--- src/rtl/imem_pkg.sv ---
// Shared constants and types for the instruction-memory loader.
// Holds the bank geometry, the loader state encoding, the byte-lane index
// type and small helpers used by imem_loader and imem_byte_bank.
package imem_pkg;

    localparam int unsigned DEPTH_BYTES = 64;
    localparam int unsigned AW          = 6;
    localparam int unsigned WORD_W      = 32;
    localparam int unsigned BYTE_W      = 8;
    localparam int unsigned CNT_W       = 5;

    typedef enum logic [1:0] {
        ST_ACCEPT = 2'd0,
        ST_WRITE  = 2'd1,
        ST_FULL   = 2'd2
    } state_t;

    // Byte lane within a 32-bit word (0 = least significant byte)
    typedef logic [1:0] lane_t;

    localparam lane_t LANE_LAST = lane_t'(3);

    // Force a byte address onto a word boundary
    function automatic logic [AW-1:0] align_word(input logic [AW-1:0] a);
        return a & ~AW'(3);
    endfunction

    // Extract one byte lane of a word, little-endian
    function automatic logic [BYTE_W-1:0] lane_byte(input logic [WORD_W-1:0] w,
                                                    input lane_t             l);
        return BYTE_W'(w >> {l, 3'b000});
    endfunction

endpackage

--- src/rtl/imem_byte_bank.sv ---
// Byte-wide instruction bank: one synchronous byte write port and one
// combinational little-endian 32-bit read port whose byte addresses wrap
// modulo DEPTH_BYTES. Contents are never cleared.
//
// Ports:
//   i_clk    clock
//   i_we     byte write enable
//   i_waddr  byte write address
//   i_wdata  byte write data
//   i_raddr  byte read address of the lowest byte
//   o_rdata  {mem[a+3], mem[a+2], mem[a+1], mem[a]} (combinational)
module imem_byte_bank
    import imem_pkg::*;
(
    input  logic              i_clk,
    input  logic              i_we,
    input  logic [AW-1:0]     i_waddr,
    input  logic [BYTE_W-1:0] i_wdata,
    input  logic [AW-1:0]     i_raddr,
    output logic [WORD_W-1:0] o_rdata
);

    logic [BYTE_W-1:0] r_mem [DEPTH_BYTES];

    logic [AW-1:0] w_ra1;
    logic [AW-1:0] w_ra2;
    logic [AW-1:0] w_ra3;

    // AW-bit adds wrap naturally because DEPTH_BYTES == 2**AW
    assign w_ra1 = i_raddr + AW'(1);
    assign w_ra2 = i_raddr + AW'(2);
    assign w_ra3 = i_raddr + AW'(3);

    // Byte write; a same-cycle read still sees the old byte
    always_ff @(posedge i_clk) begin
        if (i_we) begin
            r_mem[i_waddr] <= i_wdata;
        end
    end

    assign o_rdata = {r_mem[w_ra3], r_mem[w_ra2], r_mem[w_ra1], r_mem[i_raddr]};

endmodule

--- src/rtl/imem_loader.sv ---
// Instruction memory loader: accepts 32-bit words over valid/ready and
// serialises each into the byte bank, one byte per cycle, little-endian,
// starting at a word-aligned pointer. Also exposes the combinational fetch
// read port of the same bank.
//
// Optional build macro IMEM_LOADER_CHECKSUM_EN: when defined, o_checksum is
// the running XOR of every byte written (cleared by reset and applied start);
// otherwise o_checksum is tied to zero.
//
// Ports:
//   i_clk         clock
//   i_rst_n       synchronous reset, active-low
//   i_start       restart loading at i_start_addr (ignored while writing)
//   i_start_addr  load byte address, bits [AW-1:2] used
//   i_wr_data     instruction word
//   i_wr_valid    i_wr_data valid
//   o_wr_ready    loader can accept a word (combinational on i_start)
//   o_busy        byte serialisation in progress
//   o_full        top of bank reached
//   o_word_count  words stored since reset or start
//   i_address     fetch byte address
//   o_data        fetch data (combinational)
//   o_checksum    running XOR of written bytes, or zero
module imem_loader
    import imem_pkg::*;
(
    input  logic              i_clk,
    input  logic              i_rst_n,
    input  logic              i_start,
    input  logic [WORD_W-1:0] i_start_addr,
    input  logic [WORD_W-1:0] i_wr_data,
    input  logic              i_wr_valid,
    output logic              o_wr_ready,
    output logic              o_busy,
    output logic              o_full,
    output logic [CNT_W-1:0]  o_word_count,
    input  logic [WORD_W-1:0] i_address,
    output logic [WORD_W-1:0] o_data,
    output logic [BYTE_W-1:0] o_checksum
);

    state_t             r_state;
    logic [AW-1:0]      r_ptr;
    lane_t              r_bc;
    logic [WORD_W-1:0]  r_word;
    logic               r_busy;
    logic               r_full;
    logic [CNT_W-1:0]   r_count;

    state_t             w_state_nxt;
    logic [AW-1:0]      w_ptr_nxt;
    lane_t              w_bc_nxt;
    logic [WORD_W-1:0]  w_word_nxt;
    logic               w_busy_nxt;
    logic               w_full_nxt;
    logic [CNT_W-1:0]   w_count_nxt;
    logic [AW-1:0]      w_ptr_inc;

    logic               w_restart;
    logic               w_we;
    logic [AW-1:0]      w_waddr;
    logic [BYTE_W-1:0]  w_wdata;
    logic               w_unused_bits;

    // Upper address bits fall outside the bank; low start bits are aligned away
    assign w_unused_bits = ^{i_start_addr[WORD_W-1:AW], i_address[WORD_W-1:AW]};

    // Start only takes effect outside WRITE; an in-flight word always completes
    assign w_restart  = i_start & (r_state != ST_WRITE);
    assign o_wr_ready = (r_state == ST_ACCEPT) & ~i_start;

    assign w_waddr = r_ptr + AW'(r_bc);
    assign w_wdata = lane_byte(r_word, r_bc);

    // State and datapath registers
    always_ff @(posedge i_clk) begin
        if (!i_rst_n) begin
            r_state <= ST_ACCEPT;
            r_ptr   <= '0;
            r_bc    <= '0;
            r_word  <= '0;
            r_busy  <= 1'b0;
            r_full  <= 1'b0;
            r_count <= '0;
        end else begin
            r_state <= w_state_nxt;
            r_ptr   <= w_ptr_nxt;
            r_bc    <= w_bc_nxt;
            r_word  <= w_word_nxt;
            r_busy  <= w_busy_nxt;
            r_full  <= w_full_nxt;
            r_count <= w_count_nxt;
        end
    end

    // Next-state and write-port control
    always_comb begin
        w_state_nxt = r_state;
        w_ptr_nxt   = r_ptr;
        w_bc_nxt    = r_bc;
        w_word_nxt  = r_word;
        w_busy_nxt  = r_busy;
        w_full_nxt  = r_full;
        w_count_nxt = r_count;
        w_we        = 1'b0;
        w_ptr_inc   = r_ptr + AW'(4);

        unique case (r_state)
            ST_ACCEPT: begin
                if (w_restart) begin
                    w_ptr_nxt   = align_word(i_start_addr[AW-1:0]);
                    w_count_nxt = '0;
                    w_full_nxt  = 1'b0;
                end else if (i_wr_valid) begin
                    w_word_nxt  = i_wr_data;
                    w_bc_nxt    = '0;
                    w_busy_nxt  = 1'b1;
                    w_state_nxt = ST_WRITE;
                end
            end
            ST_WRITE: begin
                w_we     = 1'b1;
                w_bc_nxt = r_bc + lane_t'(1);
                if (r_bc == LANE_LAST) begin
                    w_ptr_nxt   = w_ptr_inc;
                    w_count_nxt = r_count + CNT_W'(1);
                    w_busy_nxt  = 1'b0;
                    // Pointer wrapping to zero means the top of the bank was written
                    if (w_ptr_inc == '0) begin
                        w_full_nxt  = 1'b1;
                        w_state_nxt = ST_FULL;
                    end else begin
                        w_state_nxt = ST_ACCEPT;
                    end
                end
            end
            ST_FULL: begin
                if (w_restart) begin
                    w_ptr_nxt   = align_word(i_start_addr[AW-1:0]);
                    w_count_nxt = '0;
                    w_full_nxt  = 1'b0;
                    w_state_nxt = ST_ACCEPT;
                end
            end
            default: begin
                w_state_nxt = ST_ACCEPT;
            end
        endcase
    end

`ifdef IMEM_LOADER_CHECKSUM_EN
    logic [BYTE_W-1:0] r_csum;

    // Running XOR, updated on the same edge as each byte write
    always_ff @(posedge i_clk) begin
        if (!i_rst_n) begin
            r_csum <= '0;
        end else if (w_restart) begin
            r_csum <= '0;
        end else if (w_we) begin
            r_csum <= r_csum ^ w_wdata;
        end
    end

    assign o_checksum = r_csum;
`else
    assign o_checksum = '0;
`endif

    assign o_busy       = r_busy;
    assign o_full       = r_full;
    assign o_word_count = r_count;

    imem_byte_bank u_bank (
        .i_clk   (i_clk),
        .i_we    (w_we),
        .i_waddr (w_waddr),
        .i_wdata (w_wdata),
        .i_raddr (i_address[AW-1:0]),
        .o_rdata (o_data)
    );

endmodule

--- config.mk ---
export PLATFORM = sky130hd
export DESIGN_NAME = imem_loader
export DESIGN_NICKNAME = d
export VERILOG_FILES = /design/src/rtl/imem_pkg.sv /design/src/rtl/imem_byte_bank.sv /design/src/rtl/imem_loader.sv
export SDC_FILE = /design/constraint.sdc
export NUM_CORES = 1
export LEC_CHECK = 0
export CAP_MARGIN = 0
export CORE_MARGIN = 10
export CORE_UTILIZATION = 40
export DETAILED_ROUTE_END_ITERATION = 8
export GPL_ROUTABILITY_DRIVEN = 0
export HOLD_SLACK_MARGIN = 0.02
export PLACE_DENSITY = 0.58
export SLEW_MARGIN = 0
export SYNTH_ARGS = -nofsm -noshare
export SYNTH_HDL_FRONTEND = slang
export SYNTH_HIERARCHICAL = 1
export SYNTH_SLANG_ARGS = --single-unit
--- constraint.sdc ---
create_clock -name i_clk -period 10.28 [get_ports i_clk]
set_clock_uncertainty 0.2 [all_clocks]
set_input_delay 1.542 -clock i_clk [delete_from_list [all_inputs] [get_ports i_clk]]
set_output_delay 1.542 -clock i_clk [all_outputs]
set_load 0.01 [all_outputs]
[Word-level counts from Yosys, hierarchy flattened]
Memory sizes are Yosys's and may differ from the RTL's.
Cells that the tools add are included.
Word-level totals
  bits in registers: 49
  bits in writable memories: 512
  input bits: 100
  logic and storage cells: 67
  memories: 1
Memory list
  u_bank.r_mem: depth 64, bits a word 8, read ports 4, clocked after memory_dff 0, write ports 1, RTL line imem_byte_bank.sv:23  | logic [BYTE_W-1:0] r_mem [DEPTH_BYTES];
Operators by class
  $add $sub $neg: 7
  equal/unequal tests: 10
  shift operators: 1
  muxes and demuxes: 26
  bitwise logic cells: 4
  reduce and logical (&&, ||, !) cells: 11
Operators by type and width (count)
  32-bit by 5-bit >> shifter with 8-bit output: 1
  2-bit 2-to-1 mux: 7
  6-bit by 2-bit adder with 6-bit output, second input constant: 2
  6-bit 2-to-1 mux: 2
  6-bit case mux with 2 select lines: 1
  4-bit AND reduction: 3
  5-bit 2-to-1 mux: 2
  2-bit != test, second input constant: 5
  5-bit case mux with 2 select lines: 1
  1-bit 2-to-1 mux: 9
  3-bit AND reduction: 3
  6-bit by 1-bit adder with 6-bit output, second input constant: 1
  6-bit by 2-bit adder with 6-bit output: 1
  6-bit by 3-bit adder with 6-bit output, second input constant: 1
  6-bit logical NOT: 1
  2-bit case mux with 3 select lines: 1
  5-bit by 1-bit adder with 5-bit output, second input constant: 1
  2-bit == test, second input constant: 2
  2-bit by 1-bit != test with 1-bit output, second input constant: 2
  1-bit case mux with 2 select lines: 2
  2-bit case mux with 2 select lines: 1
  2-bit nonzero test: 2
  2-bit by 1-bit adder with 2-bit output, second input constant: 1
  1-bit AND: 2
  4 further kinds: 5

[Logic depth before layout (Yosys ltp)]
  word-level depth: 5
  gate-level depth with buffers: 15

[Modules after synthesis]
The synthesis kept the hierarchy.
Modules (own cells, without submodules)
  imem_byte_bank: instances 1, cells an instance 2073, area an instance 32673.8 µm², sequential area each 15374.7 µm²
  imem_loader: instances 1, cells an instance 250, area an instance 2163.3 µm², sequential area each 940.9 µm²

[Least setup slack after synthesis]
OpenSTA, ideal clock, no wires.
  path kind: input-to-output
  start: input i_address[1]
  end: output o_data[25]
  arrival time: 4.637 ns
  required time: 8.538 ns
  path slack: 3.901 ns
  stages on the path: 13
  path through: buf_2 buf_2 buf_1 inv_1 clkbuf_1 ha_1 buf_2 buf_1 mux4_2 mux4_2 inv_1 o22ai_1 a221o_1
On the way
  longest elaborated chain between the ends: 2
Ends and longest elaborated chain
  from (decl): RTL line imem_loader.sv:37  | input logic [WORD_W-1:0] i_address,
  6-bit by 2-bit adder with 6-bit output: RTL line imem_byte_bank.sv:32  | assign w_ra3 = i_raddr + AW'(3);
  memory 64 x 8 bit
  to (decl): RTL line imem_loader.sv:38  | output logic [WORD_W-1:0] o_data,
Every way passes these cells.

[Worst setup path after layout]
  start: input i_address[1]
  end: output o_data[29]
The elaborated chain is that of the path after synthesis.

==> reports/metrics.yaml <==
port_buffers: 85
ioPinCount: 148
hold_path_class: "reg -> reg"
critPathMaxFanout: 67
outcome: "completed"
synth-edff-count: 512
cts_htree_levels: 2
synthTopCellsByArea: "edfxtp_1 (44%), mux4_2 (31%), mux2i_1 (4.6%)"
synth_area_sq_um: 34840
cp_slowest_cell: "ha_4"
p_leak_nw: 12.12
maxCapViolCount: 0
first_pass_iters: 6
cts_root_buf: "clkbuf_16"
synth_ff_type: "edfxtp_1"
global_route.usage.total_pct: 24.84
clock_power_share_pct: 37.0
pwr_density_cell_nw_per_um2: 148.2
seqPwrFrac_pct: 43.6
die_height_um: 315.1
ys_types: 67
crit_path_end_kind: "output port"
crit_chain: "buf_8, inv_1, buf_4, ha_4, buf_12, nor2b_2, buf_4, a222oi_1, a21oi_1, a211oi_1, a211oi_1, clkdlybuf4s50_1"
dieArea_sq_um: 99300
swShare_pct: 28.33
postCtsResizedCells: 0
fin_area_sq_um: 38910
setup_viol: 0
required_ns: 8.54
final_nets: 2479
synth_cells: 2323
worst_pin_slew_ns: 1.367
synth-compound-area-share_pct: 5.064
synth_seq_cells: 559
synth_fa_ha_area_share_pct: 0.3232
timing_worst_setup_path_type: "in -> out"
cp_top_family: "buffers and inverters"
synth_top_area_share_pct: 44.13
drive_above_1_share_pct: 30.04
post_cts_buffers: 0
report.final.slew_viol_count: 0
avgSynthCellArea_sq_um: 15.00
cp-start-kind: "primary input"
p_switching_mw: 1.634
rsz0062_at_grt: "false"
cts_buffers: 61
power_frac_comb_pct: 19.3
synth_mux_area_share_pct: 36.25
clk_pin_slew_ns: 0.06
core_sq_um: 86620
antenna_found_initial: 6
hold_violations: 0
fmax_mhz: 121.0
yosysMostFrequentCell: "edfxtp_1"
synth.yosys.seq_area_share_pct: 46.83
wirelength_um: 125500
place_inst: 3462
clock_sinks: 559
yosys-top-cells-count: "edfxtp_1 (512), mux4_2 (482), nand2_1 (290)"
wl_per_cell_um: 35.08
cts_tree: "done"
period_needed_ns: 8.266
fin_crit_sh_pct: 80.41
start_util_pct: 40.22
intPower_mw: 4.133
via_per_inst: 6.970
drc: 0
postCtsHoldBufs: 0
ir_worst_vdd_mv: 0.1292
synth_top_family_by_area: "multiplexers"
slowest_delay_ns: 0.76
drt_iter0_markers: 3922
fill_cells: 7544
ant_nets: 0
worstPathArrival_ns: 6.52
slew_headroom_pct: 8.589
grt_pass1_wl_um: 178300
grt_pass1_vias: 23740
setup_tns_ns: 0
dp_hpwl_um: 85490
vias: 24940
yosys.area_share.simple_pct: 7.032
clk_latency_ns: 0.64
synth-xor-area-share_pct: 0.8440
die_w_um: 315.1
critPathBufInv: 6
clockBufferDepth: 3
area_growth_pct: 11.70
whs_ns: 0.2532
overflow: 0
stdcell_count: 3578
grt_max_degree: 121
synth_top_area_cell: "edfxtp_1"
placed_area_sq_um: 36980
ys_warn_count: 6
row_count: 108
synth-async-reset-ratio_pct: 0
## layer usage
layer	part of all wire [%]	up-vias	track usage, %
li1	-	9715	-
met1	36	12870	33.19
met2	43	2031	36.18
met3	15	308	8.899
met4	5.3	12	10.76
met5	0.16	-	0
## cell families (layout without fill, tap and decap cells)
| group | Yosys count | in the layout |
|---|---|---|
| xor gates and xnor gates | 28 | 28 |
| buffers and inverters | 228 | 317 |
| and+or+nand+nor | 571 | 571 |
| muxes | 657 | 657 |
| adders and majority gates | 9 | 9 |
| AOI/OAI and AO/OA | 270 | 270 |
| other | 1 | 12 |
| DFF | 559 | 559 |
## through the flow
step	util, %	setup slack (ns)	power (mW)
floorplan	-	3.901	3.230
global placement	42.69	2.261	3.637
detailed placement	42.69	2.244	3.643
CTS	44.90	2.252	5.758
global route	44.92	2.006	5.931
finish	44.93	2.014	5.766
## flip-flops by register name (all words and copies together), names as in the netlist
register / count
r_ptr: 4
u_bank/r_mem: 512
o_busy: 1
r_bc: 2
r_word: 32
o_full: 1
o_word_count: 5
r_state: 2
## layout make-up
type                            count  area (sq um)  share of cell area, %
Multi-Input combinational cell   1544         17440                  44.82
Sequential cell                   559         16320                  41.93
Timing Repair Buffer              191          1737                  4.463
Clock buffer                       74          1597                  4.103
Tap cell                         1155          1445                  3.714
Clock inverter                     39         320.3                 0.8231
Inverter                           13         48.80                 0.1254
Antenna cell                        3         7.507                0.01929
## worst register-to-register path: stages (launching register included)
cell and delay, ns:
dfxtp_1 0.45, xor2_1 1.08, nand4_1 0.75, nor2_1 1.12
## power by group through the flow
stage	Combinational, mW	Sequential, mW	Clock [mW]
2_1_floorplan	0.674	2.56	0
3_3_place_gp	1.07	2.56	0
3_5_place_dp	1.08	2.56	0
4_1_cts	1.08	2.52	2.16
5_1_grt	1.15	2.52	2.26
6_report	1.11	2.52	2.14
## worst paths after layout
path	end	from	cells past startpoint	slack, ns
setup / recovery	o_data[29]	i_address[1]	12	2.01
hold / removal	r_word[4]$_SDFFE_PN0P_	r_word[4]$_SDFFE_PN0P_	2	0.25
setup reg to reg	u_bank/r_mem[23][4]$_DFFE_PP_	r_ptr[2]$_SDFFE_PN0P_	3	6.30
hold reg to reg	r_word[4]$_SDFFE_PN0P_	r_word[4]$_SDFFE_PN0P_	2	0.25
## cells in the final DEF, fill, tap and decap left out, types with 7 or more instances in the layout
cell             netlist  final
edfxtp_1             512    512
mux4_2               482    482
nand2_1              290    290
mux2i_1              159    159
nor2_1               119    114
buf_4                 57    100
nand3_1               90     90
a21oi_1               82     82
clkdlybuf4s50_1        0     81
clkbuf_16              0     62
dfxtp_1               47     47
o22ai_1               37     37
a31oi_1               29     29
a22oi_1               24     24
o21ai_0               19     19
a32oi_1               19     19
nor3_1                18     18
mux2_2                16     16
clkinv_2               0     16
nand4_1               15     15
clkinv_1               1     13
clkbuf_1              56     12
xnor2_1               13     10
inv_1                 10     10
conb_1                 1      9
o31ai_1                8      8
a211oi_1               7      7
nor2b_1                8      7
ha_1                   9      7
buf_12                 0      7
Note: power is estimated with default switching activity, not from simulation.
